## src/rtl/usb_dev_pkg.sv

```systemverilog
// Shared types and default constants for the USB device read/write responder.
package usb_dev_pkg;

    typedef enum logic [2:0] {
        IDLE = 3'd0,
        ADDR = 3'd1,
        MWR  = 3'd2,
        MRD  = 3'd3,
        TXD  = 3'd4
    } state_t;

    typedef enum logic [1:0] {
        HS_ACK   = 2'd0,
        HS_NAK   = 2'd1,
        HS_STALL = 2'd2
    } hs_code_t;

    localparam logic [6:0]  DEV_ADDR    = 7'd5;
    localparam logic [3:0]  ADDR_ENDP   = 4'd4;
    localparam logic [3:0]  DATA_ENDP   = 4'd8;
    localparam logic [15:0] TIMEOUT_DEF = 16'd4096;

endpackage

```

## src/rtl/usb_dev_rw_responder_if.sv

```systemverilog
// Request/handshake/IN-data/memory bundle between the protocol layer, the responder and memory.
// valid/ready rule: req_valid, hs_valid, mem_ack and tx_ack are one-cycle pulses; mem_req is held until mem_ack; tx_valid is a level held until tx_ack.
interface usb_dev_rw_responder_if;
    logic        req_valid;
    logic        req_in;
    logic [6:0]  req_addr;
    logic [3:0]  req_endp;
    logic [63:0] req_data;
    logic        req_crc_ok;
    logic        abort;
    logic        hs_valid;
    logic [1:0]  hs_code;
    logic        tx_valid;
    logic [63:0] tx_data;
    logic        tx_ack;
    logic        mem_req;
    logic        mem_we;
    logic [15:0] mem_addr;
    logic [63:0] mem_wdata;
    logic [63:0] mem_rdata;
    logic        mem_ack;
    logic        timeout;

    modport slave (
        input  req_valid, req_in, req_addr, req_endp, req_data, req_crc_ok, abort,
               tx_ack, mem_rdata, mem_ack,
        output hs_valid, hs_code, tx_valid, tx_data, mem_req, mem_we, mem_addr,
               mem_wdata, timeout
    );

    modport master (
        output req_valid, req_in, req_addr, req_endp, req_data, req_crc_ok, abort,
               tx_ack, mem_rdata, mem_ack,
        input  hs_valid, hs_code, tx_valid, tx_data, mem_req, mem_we, mem_addr,
               mem_wdata, timeout
    );
endinterface

```

## src/rtl/usb_dev_timer.sv

```systemverilog
// 16-bit idle counter with synchronous clear, count enable and a terminal-count flag.
module usb_dev_timer (
    input  logic        clk,
    input  logic        rst_L,
    input  logic        clr,
    input  logic        en,
    input  logic [15:0] tc_val,
    output logic        tc
);
    logic [15:0] count_q, count_d;

    always_comb begin
        count_d = count_q;
        if (clr) begin
            count_d = 16'd0;
        end else if (en) begin
            count_d = count_q + 16'd1;
        end
    end

    always_ff @(posedge clk or negedge rst_L) begin
        if (!rst_L) begin
            count_q <= 16'd0;
        end else begin
            count_q <= count_d;
        end
    end

    // tc looks only at the registered count so the FSM can use it without a loop through clr.
    assign tc = en && (count_q == tc_val);
endmodule

```

## src/rtl/usb_dev_rw_responder.sv

```systemverilog
// Device-side two-phase read/write responder: endpoint ADDR_ENDP sets the address, DATA_ENDP moves 64-bit words.
// Optional transfer statistics outputs are built when USB_DEV_RW_STATS_EN is defined.
module usb_dev_rw_responder #(
    parameter logic [6:0]  DEV_ADDR  = usb_dev_pkg::DEV_ADDR,
    parameter logic [3:0]  ADDR_ENDP = usb_dev_pkg::ADDR_ENDP,
    parameter logic [3:0]  DATA_ENDP = usb_dev_pkg::DATA_ENDP,
    parameter logic [15:0] TIMEOUT   = usb_dev_pkg::TIMEOUT_DEF
) (
    input  logic                 clk,
    input  logic                 rst_L,
    usb_dev_rw_responder_if.slave bus,
    output usb_dev_pkg::state_t  dbg_state
`ifdef USB_DEV_RW_STATS_EN
    ,
    output logic [15:0]          wr_count,
    output logic [15:0]          rd_count,
    output logic [7:0]           crc_err_count
`endif
);
    import usb_dev_pkg::state_t;
    import usb_dev_pkg::hs_code_t;
    import usb_dev_pkg::IDLE;
    import usb_dev_pkg::ADDR;
    import usb_dev_pkg::MWR;
    import usb_dev_pkg::MRD;
    import usb_dev_pkg::TXD;
    import usb_dev_pkg::HS_ACK;
    import usb_dev_pkg::HS_NAK;
    import usb_dev_pkg::HS_STALL;

    state_t      state_q, state_d;
    hs_code_t    hs_code_q, hs_code_d;
    logic        hs_valid_q, hs_valid_d;
    logic        mem_req_q, mem_req_d, mem_we_q, mem_we_d;
    logic [15:0] mem_addr_q, mem_addr_d;
    logic [63:0] mem_wdata_q, mem_wdata_d, tx_data_q, tx_data_d;
    logic        tx_valid_q, tx_valid_d, timeout_q, timeout_d;
    logic        abort_pend_q, abort_pend_d;
    logic        hit, is_addr, is_data, tmr_tc, tmr_clr, tmr_en;
    logic        crc_nak, wr_done, rd_done;

    assign tmr_en  = (state_q == ADDR) || (state_q == TXD);
    assign tmr_clr = (state_d != state_q) || hit;

    usb_dev_timer u_timer (
        .clk    (clk),
        .rst_L  (rst_L),
        .clr    (tmr_clr),
        .en     (tmr_en),
        .tc_val (TIMEOUT - 16'd1),
        .tc     (tmr_tc)
    );

    always_comb begin
        hit          = bus.req_valid && (bus.req_addr == DEV_ADDR);
        is_addr      = (bus.req_endp == ADDR_ENDP);
        is_data      = (bus.req_endp == DATA_ENDP);
        state_d      = state_q;
        hs_valid_d   = 1'b0;
        hs_code_d    = hs_code_q;
        mem_req_d    = mem_req_q;
        mem_we_d     = mem_we_q;
        mem_addr_d   = mem_addr_q;
        mem_wdata_d  = mem_wdata_q;
        tx_valid_d   = tx_valid_q;
        tx_data_d    = tx_data_q;
        timeout_d    = 1'b0;
        abort_pend_d = abort_pend_q;
        crc_nak      = 1'b0;
        wr_done      = 1'b0;
        rd_done      = 1'b0;
        if ((state_q == MWR) || (state_q == MRD)) begin
            // Memory accesses always run to completion; an abort only silences the ending.
            if (bus.abort) abort_pend_d = 1'b1;
            if (bus.mem_ack) begin
                mem_req_d    = 1'b0;
                abort_pend_d = 1'b0;
                state_d      = IDLE;
                if (!(abort_pend_q || bus.abort)) begin
                    if (state_q == MWR) begin
                        hs_valid_d = 1'b1;
                        hs_code_d  = HS_ACK;
                        wr_done    = 1'b1;
                    end else begin
                        tx_data_d  = bus.mem_rdata;
                        tx_valid_d = 1'b1;
                        state_d    = TXD;
                    end
                end
            end else if (hit && !bus.abort) begin
                hs_valid_d = 1'b1;
                hs_code_d  = HS_NAK;
            end
        end else if (bus.abort) begin
            state_d    = IDLE;
            tx_valid_d = 1'b0;
        end else if (hit && !(is_addr || is_data)) begin
            hs_valid_d = 1'b1;
            hs_code_d  = HS_STALL;
            state_d    = IDLE;
            tx_valid_d = 1'b0;
        end else if (hit) begin
            unique case (state_q)
                IDLE, ADDR: begin
                    hs_valid_d = 1'b1;
                    hs_code_d  = HS_NAK;
                    if (!bus.req_in && is_addr) begin
                        if (bus.req_crc_ok) begin
                            mem_addr_d = bus.req_data[15:0];
                            hs_code_d  = HS_ACK;
                            state_d    = ADDR;
                        end else begin
                            crc_nak = 1'b1;
                        end
                    end else if ((state_q == ADDR) && is_data) begin
                        if (bus.req_in) begin
                            mem_req_d = 1'b1;
                            mem_we_d  = 1'b0;
                            state_d   = MRD;
                        end else if (bus.req_crc_ok) begin
                            hs_valid_d  = 1'b0;
                            mem_req_d   = 1'b1;
                            mem_we_d    = 1'b1;
                            mem_wdata_d = bus.req_data;
                            state_d     = MWR;
                        end else begin
                            crc_nak = 1'b1;
                        end
                    end
                end
                TXD: begin
                    // A repeated IN just resends the held tx_data; OUT breaks the read.
                    if (!bus.req_in) begin
                        hs_valid_d = 1'b1;
                        hs_code_d  = HS_STALL;
                        state_d    = IDLE;
                        tx_valid_d = 1'b0;
                    end
                end
                default: ;
            endcase
        end else if ((state_q == TXD) && bus.tx_ack) begin
            tx_valid_d = 1'b0;
            state_d    = IDLE;
            rd_done    = 1'b1;
        end else if (tmr_tc) begin
            timeout_d  = 1'b1;
            tx_valid_d = 1'b0;
            state_d    = IDLE;
        end
    end

    always_ff @(posedge clk or negedge rst_L) begin
        if (!rst_L) begin
            state_q      <= IDLE;
            hs_valid_q   <= 1'b0;
            hs_code_q    <= HS_ACK;
            mem_req_q    <= 1'b0;
            mem_we_q     <= 1'b0;
            mem_addr_q   <= 16'd0;
            mem_wdata_q  <= 64'd0;
            tx_valid_q   <= 1'b0;
            tx_data_q    <= 64'd0;
            timeout_q    <= 1'b0;
            abort_pend_q <= 1'b0;
        end else begin
            state_q      <= state_d;
            hs_valid_q   <= hs_valid_d;
            hs_code_q    <= hs_code_d;
            mem_req_q    <= mem_req_d;
            mem_we_q     <= mem_we_d;
            mem_addr_q   <= mem_addr_d;
            mem_wdata_q  <= mem_wdata_d;
            tx_valid_q   <= tx_valid_d;
            tx_data_q    <= tx_data_d;
            timeout_q    <= timeout_d;
            abort_pend_q <= abort_pend_d;
        end
    end

    assign bus.hs_valid  = hs_valid_q;
    assign bus.hs_code   = hs_code_q;
    assign bus.mem_req   = mem_req_q;
    assign bus.mem_we    = mem_we_q;
    assign bus.mem_addr  = mem_addr_q;
    assign bus.mem_wdata = mem_wdata_q;
    assign bus.tx_valid  = tx_valid_q;
    assign bus.tx_data   = tx_data_q;
    assign bus.timeout   = timeout_q;
    assign dbg_state     = state_q;

`ifdef USB_DEV_RW_STATS_EN
    logic [15:0] wr_cnt_q, wr_cnt_d, rd_cnt_q, rd_cnt_d;
    logic [7:0]  crc_cnt_q, crc_cnt_d;

    always_comb begin
        wr_cnt_d  = wr_cnt_q + {15'd0, wr_done};
        rd_cnt_d  = rd_cnt_q + {15'd0, rd_done};
        crc_cnt_d = (crc_nak && (crc_cnt_q != 8'hFF)) ? crc_cnt_q + 8'd1 : crc_cnt_q;
    end

    always_ff @(posedge clk or negedge rst_L) begin
        if (!rst_L) begin
            wr_cnt_q  <= 16'd0;
            rd_cnt_q  <= 16'd0;
            crc_cnt_q <= 8'd0;
        end else begin
            wr_cnt_q  <= wr_cnt_d;
            rd_cnt_q  <= rd_cnt_d;
            crc_cnt_q <= crc_cnt_d;
        end
    end

    assign wr_count      = wr_cnt_q;
    assign rd_count      = rd_cnt_q;
    assign crc_err_count = crc_cnt_q;
`else
    logic unused_stats;
    assign unused_stats = ^{wr_done, rd_done, crc_nak};
`endif
endmodule

```

## src/flat_wrapper.sv

```systemverilog
// flat-port wrapper written by rule: the top's interface ports become plain ports
module usb_dev_rw_responder_flat import usb_dev_pkg::state_t; import usb_dev_pkg::hs_code_t; import usb_dev_pkg::IDLE; import usb_dev_pkg::ADDR; import usb_dev_pkg::MWR; import usb_dev_pkg::MRD; import usb_dev_pkg::TXD; import usb_dev_pkg::HS_ACK; import usb_dev_pkg::HS_NAK; import usb_dev_pkg::HS_STALL;
#(
    parameter logic [6:0]  DEV_ADDR  = usb_dev_pkg::DEV_ADDR,
    parameter logic [3:0]  ADDR_ENDP = usb_dev_pkg::ADDR_ENDP,
    parameter logic [3:0]  DATA_ENDP = usb_dev_pkg::DATA_ENDP,
    parameter logic [15:0] TIMEOUT   = usb_dev_pkg::TIMEOUT_DEF
)
  (clk, rst_L, dbg_state, bus_req_valid, bus_req_in, bus_req_addr, bus_req_endp, bus_req_data, bus_req_crc_ok, bus_abort, bus_tx_ack, bus_mem_rdata, bus_mem_ack, bus_hs_valid, bus_hs_code, bus_tx_valid, bus_tx_data, bus_mem_req, bus_mem_we, bus_mem_addr, bus_mem_wdata, bus_timeout);
  usb_dev_rw_responder_if bus_i ();
  input  logic clk;
  input  logic rst_L;
  output usb_dev_pkg::state_t dbg_state;
  input wire logic [$bits(bus_i.req_valid)-1:0] bus_req_valid;
  input wire logic [$bits(bus_i.req_in)-1:0] bus_req_in;
  input wire logic [$bits(bus_i.req_addr)-1:0] bus_req_addr;
  input wire logic [$bits(bus_i.req_endp)-1:0] bus_req_endp;
  input wire logic [$bits(bus_i.req_data)-1:0] bus_req_data;
  input wire logic [$bits(bus_i.req_crc_ok)-1:0] bus_req_crc_ok;
  input wire logic [$bits(bus_i.abort)-1:0] bus_abort;
  input wire logic [$bits(bus_i.tx_ack)-1:0] bus_tx_ack;
  input wire logic [$bits(bus_i.mem_rdata)-1:0] bus_mem_rdata;
  input wire logic [$bits(bus_i.mem_ack)-1:0] bus_mem_ack;
  output wire logic [$bits(bus_i.hs_valid)-1:0] bus_hs_valid;
  output wire logic [$bits(bus_i.hs_code)-1:0] bus_hs_code;
  output wire logic [$bits(bus_i.tx_valid)-1:0] bus_tx_valid;
  output wire logic [$bits(bus_i.tx_data)-1:0] bus_tx_data;
  output wire logic [$bits(bus_i.mem_req)-1:0] bus_mem_req;
  output wire logic [$bits(bus_i.mem_we)-1:0] bus_mem_we;
  output wire logic [$bits(bus_i.mem_addr)-1:0] bus_mem_addr;
  output wire logic [$bits(bus_i.mem_wdata)-1:0] bus_mem_wdata;
  output wire logic [$bits(bus_i.timeout)-1:0] bus_timeout;
  assign bus_i.req_valid = bus_req_valid;
  assign bus_i.req_in = bus_req_in;
  assign bus_i.req_addr = bus_req_addr;
  assign bus_i.req_endp = bus_req_endp;
  assign bus_i.req_data = bus_req_data;
  assign bus_i.req_crc_ok = bus_req_crc_ok;
  assign bus_i.abort = bus_abort;
  assign bus_i.tx_ack = bus_tx_ack;
  assign bus_i.mem_rdata = bus_mem_rdata;
  assign bus_i.mem_ack = bus_mem_ack;
  assign bus_hs_valid = bus_i.hs_valid;
  assign bus_hs_code = bus_i.hs_code;
  assign bus_tx_valid = bus_i.tx_valid;
  assign bus_tx_data = bus_i.tx_data;
  assign bus_mem_req = bus_i.mem_req;
  assign bus_mem_we = bus_i.mem_we;
  assign bus_mem_addr = bus_i.mem_addr;
  assign bus_mem_wdata = bus_i.mem_wdata;
  assign bus_timeout = bus_i.timeout;
  usb_dev_rw_responder #(.DEV_ADDR(DEV_ADDR), .ADDR_ENDP(ADDR_ENDP), .DATA_ENDP(DATA_ENDP), .TIMEOUT(TIMEOUT)) u_core (.clk(clk), .rst_L(rst_L), .bus(bus_i), .dbg_state(dbg_state));
endmodule
```

## config.mk

```make
export PLATFORM = sky130hd
export DESIGN_NAME = usb_dev_rw_responder_flat
export DESIGN_NICKNAME = d
export VERILOG_FILES = /design/src/rtl/usb_dev_pkg.sv /design/src/rtl/usb_dev_rw_responder_if.sv /design/src/rtl/usb_dev_timer.sv /design/src/rtl/usb_dev_rw_responder.sv /design/src/flat_wrapper.sv
export SDC_FILE = /design/constraint.sdc
export NUM_CORES = 1
export LEC_CHECK = 0
export CORE_ASPECT_RATIO = 0.75
export CORE_UTILIZATION = 43
export DETAILED_ROUTE_END_ITERATION = 10
export PLACE_DENSITY = 0.85
export SLEW_MARGIN = 20
export SYNTH_ARGS = -nofsm -noshare
export SYNTH_HDL_FRONTEND = slang
export SYNTH_SLANG_ARGS = --single-unit
export TNS_END_PERCENT = 100
```

## constraint.sdc

```tcl
create_clock -name clk -period 2.6 [get_ports clk]
set_input_delay 0.26 -clock clk [delete_from_list [all_inputs] [get_ports clk]]
set_output_delay 0.26 -clock clk [all_outputs]
set_load 0.05 [all_outputs]
```

# Word-level counts from Yosys, hierarchy flattened
# Index checks and enable logic that the tools add are counted.
# word_totals
reg_bits	171
in_bits	147
output_inout_bits	154
elab_cells	150
# op_classes
add_sub_neg	1
n_eq_ne	21
mux	74
bitwise_logic	7
n_reduce_logical	35
# ops
operator	n
$mux 3	15
$mux 1	44
$mux 16	2
$mux 2	10
$add 16x1->16 const B	1
$eq 16x12->1 const B	1
$reduce_and 8->1	2
$reduce_and 7->1	2
$reduce_bool 2->1	6
$ne 5x5->1 const B	2
$reduce_and 9->1	1
$eq 7x3->1 const B	1
$logic_and 1x1->1	7
$not 1->1	7
$eq 3x2->1 const B	2
$ne 2x1->1 const B	3
$ne 2x2->1 const B	3
$ne 3x3->1 const B	2
$pmux 3 s2	1
$reduce_and 6->1	1
$reduce_bool 3->1	2
$reduce_bool 6->1	1
$logic_or 1x1->1	5
$eq 4x3->1 const B	1
14 further kinds	16

# Logic depth before layout (Yosys ltp)
# logic_depth
depth_word	12
ltp_mapped	8
depth_no_buf	6

# Cells and area by module
# A second synthesis with hierarchy kept.
# unflattened
hier_cells	506
area_unflattened_um2	7171.9
# modules_own_cells
module	n_inst	cells_per_inst	area_per_inst_um2	seq_area_each_um2
usb_dev_rw_responder	1	403	6182.2	3878.7
usb_dev_timer	1	103	989.7	400.4

# Worst setup path after synthesis
# OpenSTA, ideal clock, no wires.
# synth_timing
path_type	reg-to-reg
from	reg u_core.state_q[2] (netlist: u_core.dbg_state[2])
to	reg u_core.mem_wdata_q[15] (netlist: u_core.bus.mem_wdata[15])
setup_ns	0.125
t_arrival_ns	2.396
required_time_ns	2.475
setup_slack_ns	0.079
stages_incl_launch_ff	7
n_path_buf	2
period_less_slack_ns	2.521
path_cell_list	dfrtp_1 > or3b_1 > or4_1 > or3_1 > buf_6 > buf_6 > mux2_4
# synth_via
elab_chain_len	4
# synth_rtl
item	line	rtl
start: declaration	usb_dev_rw_responder.sv:31	state_t state_q, state_d;
start signal: assignment	usb_dev_rw_responder.sv:167	state_q <= state_d;
$eq 3x2->1	usb_dev_rw_responder.sv:72	if ((state_q == MWR) || (state_q == MRD)) begin
$logic_or 1x1->1	usb_dev_rw_responder.sv:72	
$not 1->1 (no line)	--	
$reduce_and 9->1 (no line) *	--	
end signal: assignment	usb_dev_rw_responder.sv:173	mem_wdata_q <= mem_wdata_d;
end: declaration	usb_dev_rw_responder.sv:36	logic [63:0] mem_wdata_q, mem_wdata_d, tx_data_q, tx_data_d;
# Every way passes the cells marked *; elsewhere a longest branch is shown, timed or not.
# A chain may end at the register's enable or synchronous reset.

# Worst setup path after layout
# layout_timing
from	reg u_core.state_q[2] (netlist: u_core.dbg_state[2])
to	reg u_core.mem_wdata_q[54] (netlist: u_core.bus.mem_wdata[54])
# Same word-level chain as after synthesis.

==> metrics <==
Pre-Repair DR Iteration Count 4; H-Tree Level Count 4; Chip Width 150 microns; critical path type register to register; port buffer count 300; worst-margin pin slew 0.592 ns; Sequential Power Share 44.9%; crit path capture type register; Core Area 16000 sq um; dpl cell area 10500 sq um; crit path max fanout 47; DP Cell Count 991; gr usage total 23.2%; Peak VDD IR 449 uV; outcome finished, final reports clean; via count 5190; Finished Layout Cells 1024; WL/cell 18.5 microns; Synth async-reset ratio 100%; Pwr per Cell Area 559 nW/um^2; max_cap viols 0; average size of a mapped cell 14.9 sq um; main combinational cell family by area after synthesis multiplexers; die height 113 microns; gp weighted congestion 0.841; Tmin final 2.42 ns; DRT Wirelength 19.0 mm; final setup violation count 0; CTS tree yes; compound-cell area share of the yosys netlist 3.19%; relative slew slack 60.4%; multiplexer share of the synthesized area 25.9%; Mapped Cells 473; Arr. time, crit path 2.72 ns; worst hold path type input pin to async pin; LEAKAGE 0.00522 uW; post-synthesis cell type count 48; switching fraction of total power 23.8%; Clock Skew 0.00762 ns; CP max stage cell or4_1; Ys Warns 0; CP Cell Sequence or3b_1 -> or4_1 -> or3_4 -> buf_12 -> mux2_4; number of global-route vias before repair 5731; Root Driver clkbuf_16; DRT iter0 DRCs 249; Antenna diodes 0; Data required, critical path 2.90 ns; Initial Util 44.1%; final hold violation count 0; Critical Path Source Type register; clk_lat worst skew 0.42 ns; first-pass GRT wire length 30.1 mm; unrepaired setup endpoints after global routing no; Remaining Overflow, GRT 0; largest net degree at the start of global routing 73; Clk pin slew, worst setup/hold paths 0.07 ns; post-synthesis simple-gate area fraction 5.97%; Post-CTS Setup Bufs 0; post-route DRC violation count 0; initial antenna violation count 0; clock sinks 171; fmax 413 MHz; total CTS buffers 17; Rows 40; die area 16900 sq um; CP bufs+invs 1; syn_nets 621; internal power 4740 uW; Final Max Tran Viols 0; Nets 949; P_sw 1480 uW; IO Count 301; Max Root-Sink Buffers 2; sequential cell area fraction in the yosys report 60.6%; number of synthesized flops with an enable pin 0; CP peak stage delay 0.52 ns; Clk pwr share 44.5%; share of cells above drive strength 1 25.9%; Comb pwr share 10.5%; Most used DFF post-synth dfrtp_1; Adder-Cell Fraction of Synth Area 0.177%; final cell utilization of the core 69.5%; vias per cell 5.07; Tcrit/Tclk final 93.0%; Mapped Area 7060 sq um; XOR/XNOR share of the synthesized area 2.11%; cell area after layout 11100 sq um; Layout area overhead 57.6%; hpwl dp 14.0 mm; CP delay by family, top simple AND/OR/NAND/NOR gates; DRT antenna net count 0; register bit total from synthesis 171; fill count 1112
## power by group through the flow
stage	clock [uW]	combinational, uW	sequential (uW)
final	2770	654	2800
after global routing	2970	699	2800
after CTS	2840	660	2800
after detailed placement	0	656	2850
after global placement	0	637	2840
after floorplan	0	102	2980
## stage by stage
stage	setup WS, ns	hold slack (ns)	power (uW)	TNS [ns]
floorplan	0.0793	-0.0356	3080	0
global placement	-0.146	0.184	3470	-9.64
detailed placement	-0.173	0.190	3500	-11.44
CTS	0.172	0.295	6300	0
global route	0.130	0.321	6480	0
finish	0.181	0.293	6220	0
## path summary, 6_finish.rpt
path                                       startpoint                  endpoint  slack (ns)  cells after the start
worst max-delay path              u_core.dbg_state[2]  u_core.bus.mem_wdata[54]        0.18                      5
worst min-delay path                            rst_L   u_core.bus.mem_wdata[8]        0.29                      2
worst max register to register    u_core.dbg_state[2]  u_core.bus.mem_wdata[54]        0.18                      5
worst min register to register  u_core.bus.hs_code[0]     u_core.bus.hs_code[0]        0.49                      1
max in group asynchronous                       rst_L  u_core.bus.mem_wdata[33]        1.55                      3
min in group clk                    bus_mem_rdata[43]    u_core.bus.tx_data[43]        0.45                      2
## layout make-up
cell class | instances | area (sq um) | share of cell area (%)
clock buffers | 19 | 443 | 3.98
clock inverters | 13 | 204 | 1.83
inverters | 4 | 15.0 | 0.135
multi-input cells | 276 | 2650 | 23.8
flip-flops and latches | 171 | 4280 | 38.5
well taps | 210 | 263 | 2.36
repair buffers | 331 | 3280 | 29.4
## state kept, by name, indices dropped and copies added (netlist names), 2 cells and up
signal                  flops
u_core.dbg_state            3
u_core.u_timer.count_q     16
u_core.bus.hs_code          2
u_core.bus.mem_addr        16
u_core.bus.mem_wdata       64
u_core.bus.tx_data         64
## synthesized netlist by cell type, types with 2 or more instances
cell / number / share of area [%]
mux2_4: 49 / 10
mux2_2: 96 / 15
o21a_1: 2 / 0.21
nand4b_1: 2 / 0.25
or3_1: 4 / 0.35
nand2b_1: 2 / 0.18
xnor2_1: 7 / 0.87
buf_2: 4 / 0.28
o21ai_0: 5 / 0.35
inv_1: 4 / 0.21
a21oi_1: 5 / 0.35
nor2_1: 27 / 1.4
o22a_1: 2 / 0.25
nor3_1: 5 / 0.35
nor3b_1: 2 / 0.21
and4_1: 2 / 0.25
nor4_1: 3 / 0.27
o2111ai_1: 2 / 0.25
buf_6: 6 / 0.96
dfrtp_1: 171 / 61
o22ai_1: 2 / 0.18
nor4b_1: 2 / 0.25
nand4_1: 4 / 0.35
o311ai_0: 2 / 0.25
nand3_1: 9 / 0.64
or4_1: 2 / 0.21
xor2_1: 10 / 1.2
nand2_1: 11 / 0.58
clkbuf_1: 12 / 0.64
## metal layers
layer,track usage [%],vias to the layer above,share of wire [%]
li1,-,2350,-
met1,26.8,2570,38
met2,39.8,245,50
met3,8.31,25,9.4
met4,8.08,0,1.8
met5,0,-,0
## kinds of logic (layout without fill, tap and decap cells)
family / Yosys count / in the layout
xor gates and xnor gates: 17 / 17
muxes: 146 / 146
adders and majority gates: 1 / 1
AOI/OAI and AO/OA: 31 / 31
buffers and inverters: 26 / 367
and+or+nand+nor: 81 / 81
DFF: 171 / 171
## cell usage in the layout (no fill, tap or decap), drive strengths merged, types with 3 or more instances in the layout
cell type      count
a21oi              5
buf               31
bufinv             4
clkbuf            19
clkdlybuf4s50    299
clkinv             3
dfrtp            171
inv               10
mux2             145
nand2             11
nand3              9
nand4              4
nor2              27
nor3               5
nor4               3
o21ai              5
or3                4
xnor2              7
xor2              10
## what timing repair did
item,CTS,global route
endpoints found under the setup margin,0,1
hold buffers,1,0
hold endpoints to repair,36,0
gates resized for setup,0,1
No activity file was read; power rests on OpenSTA's default activity.
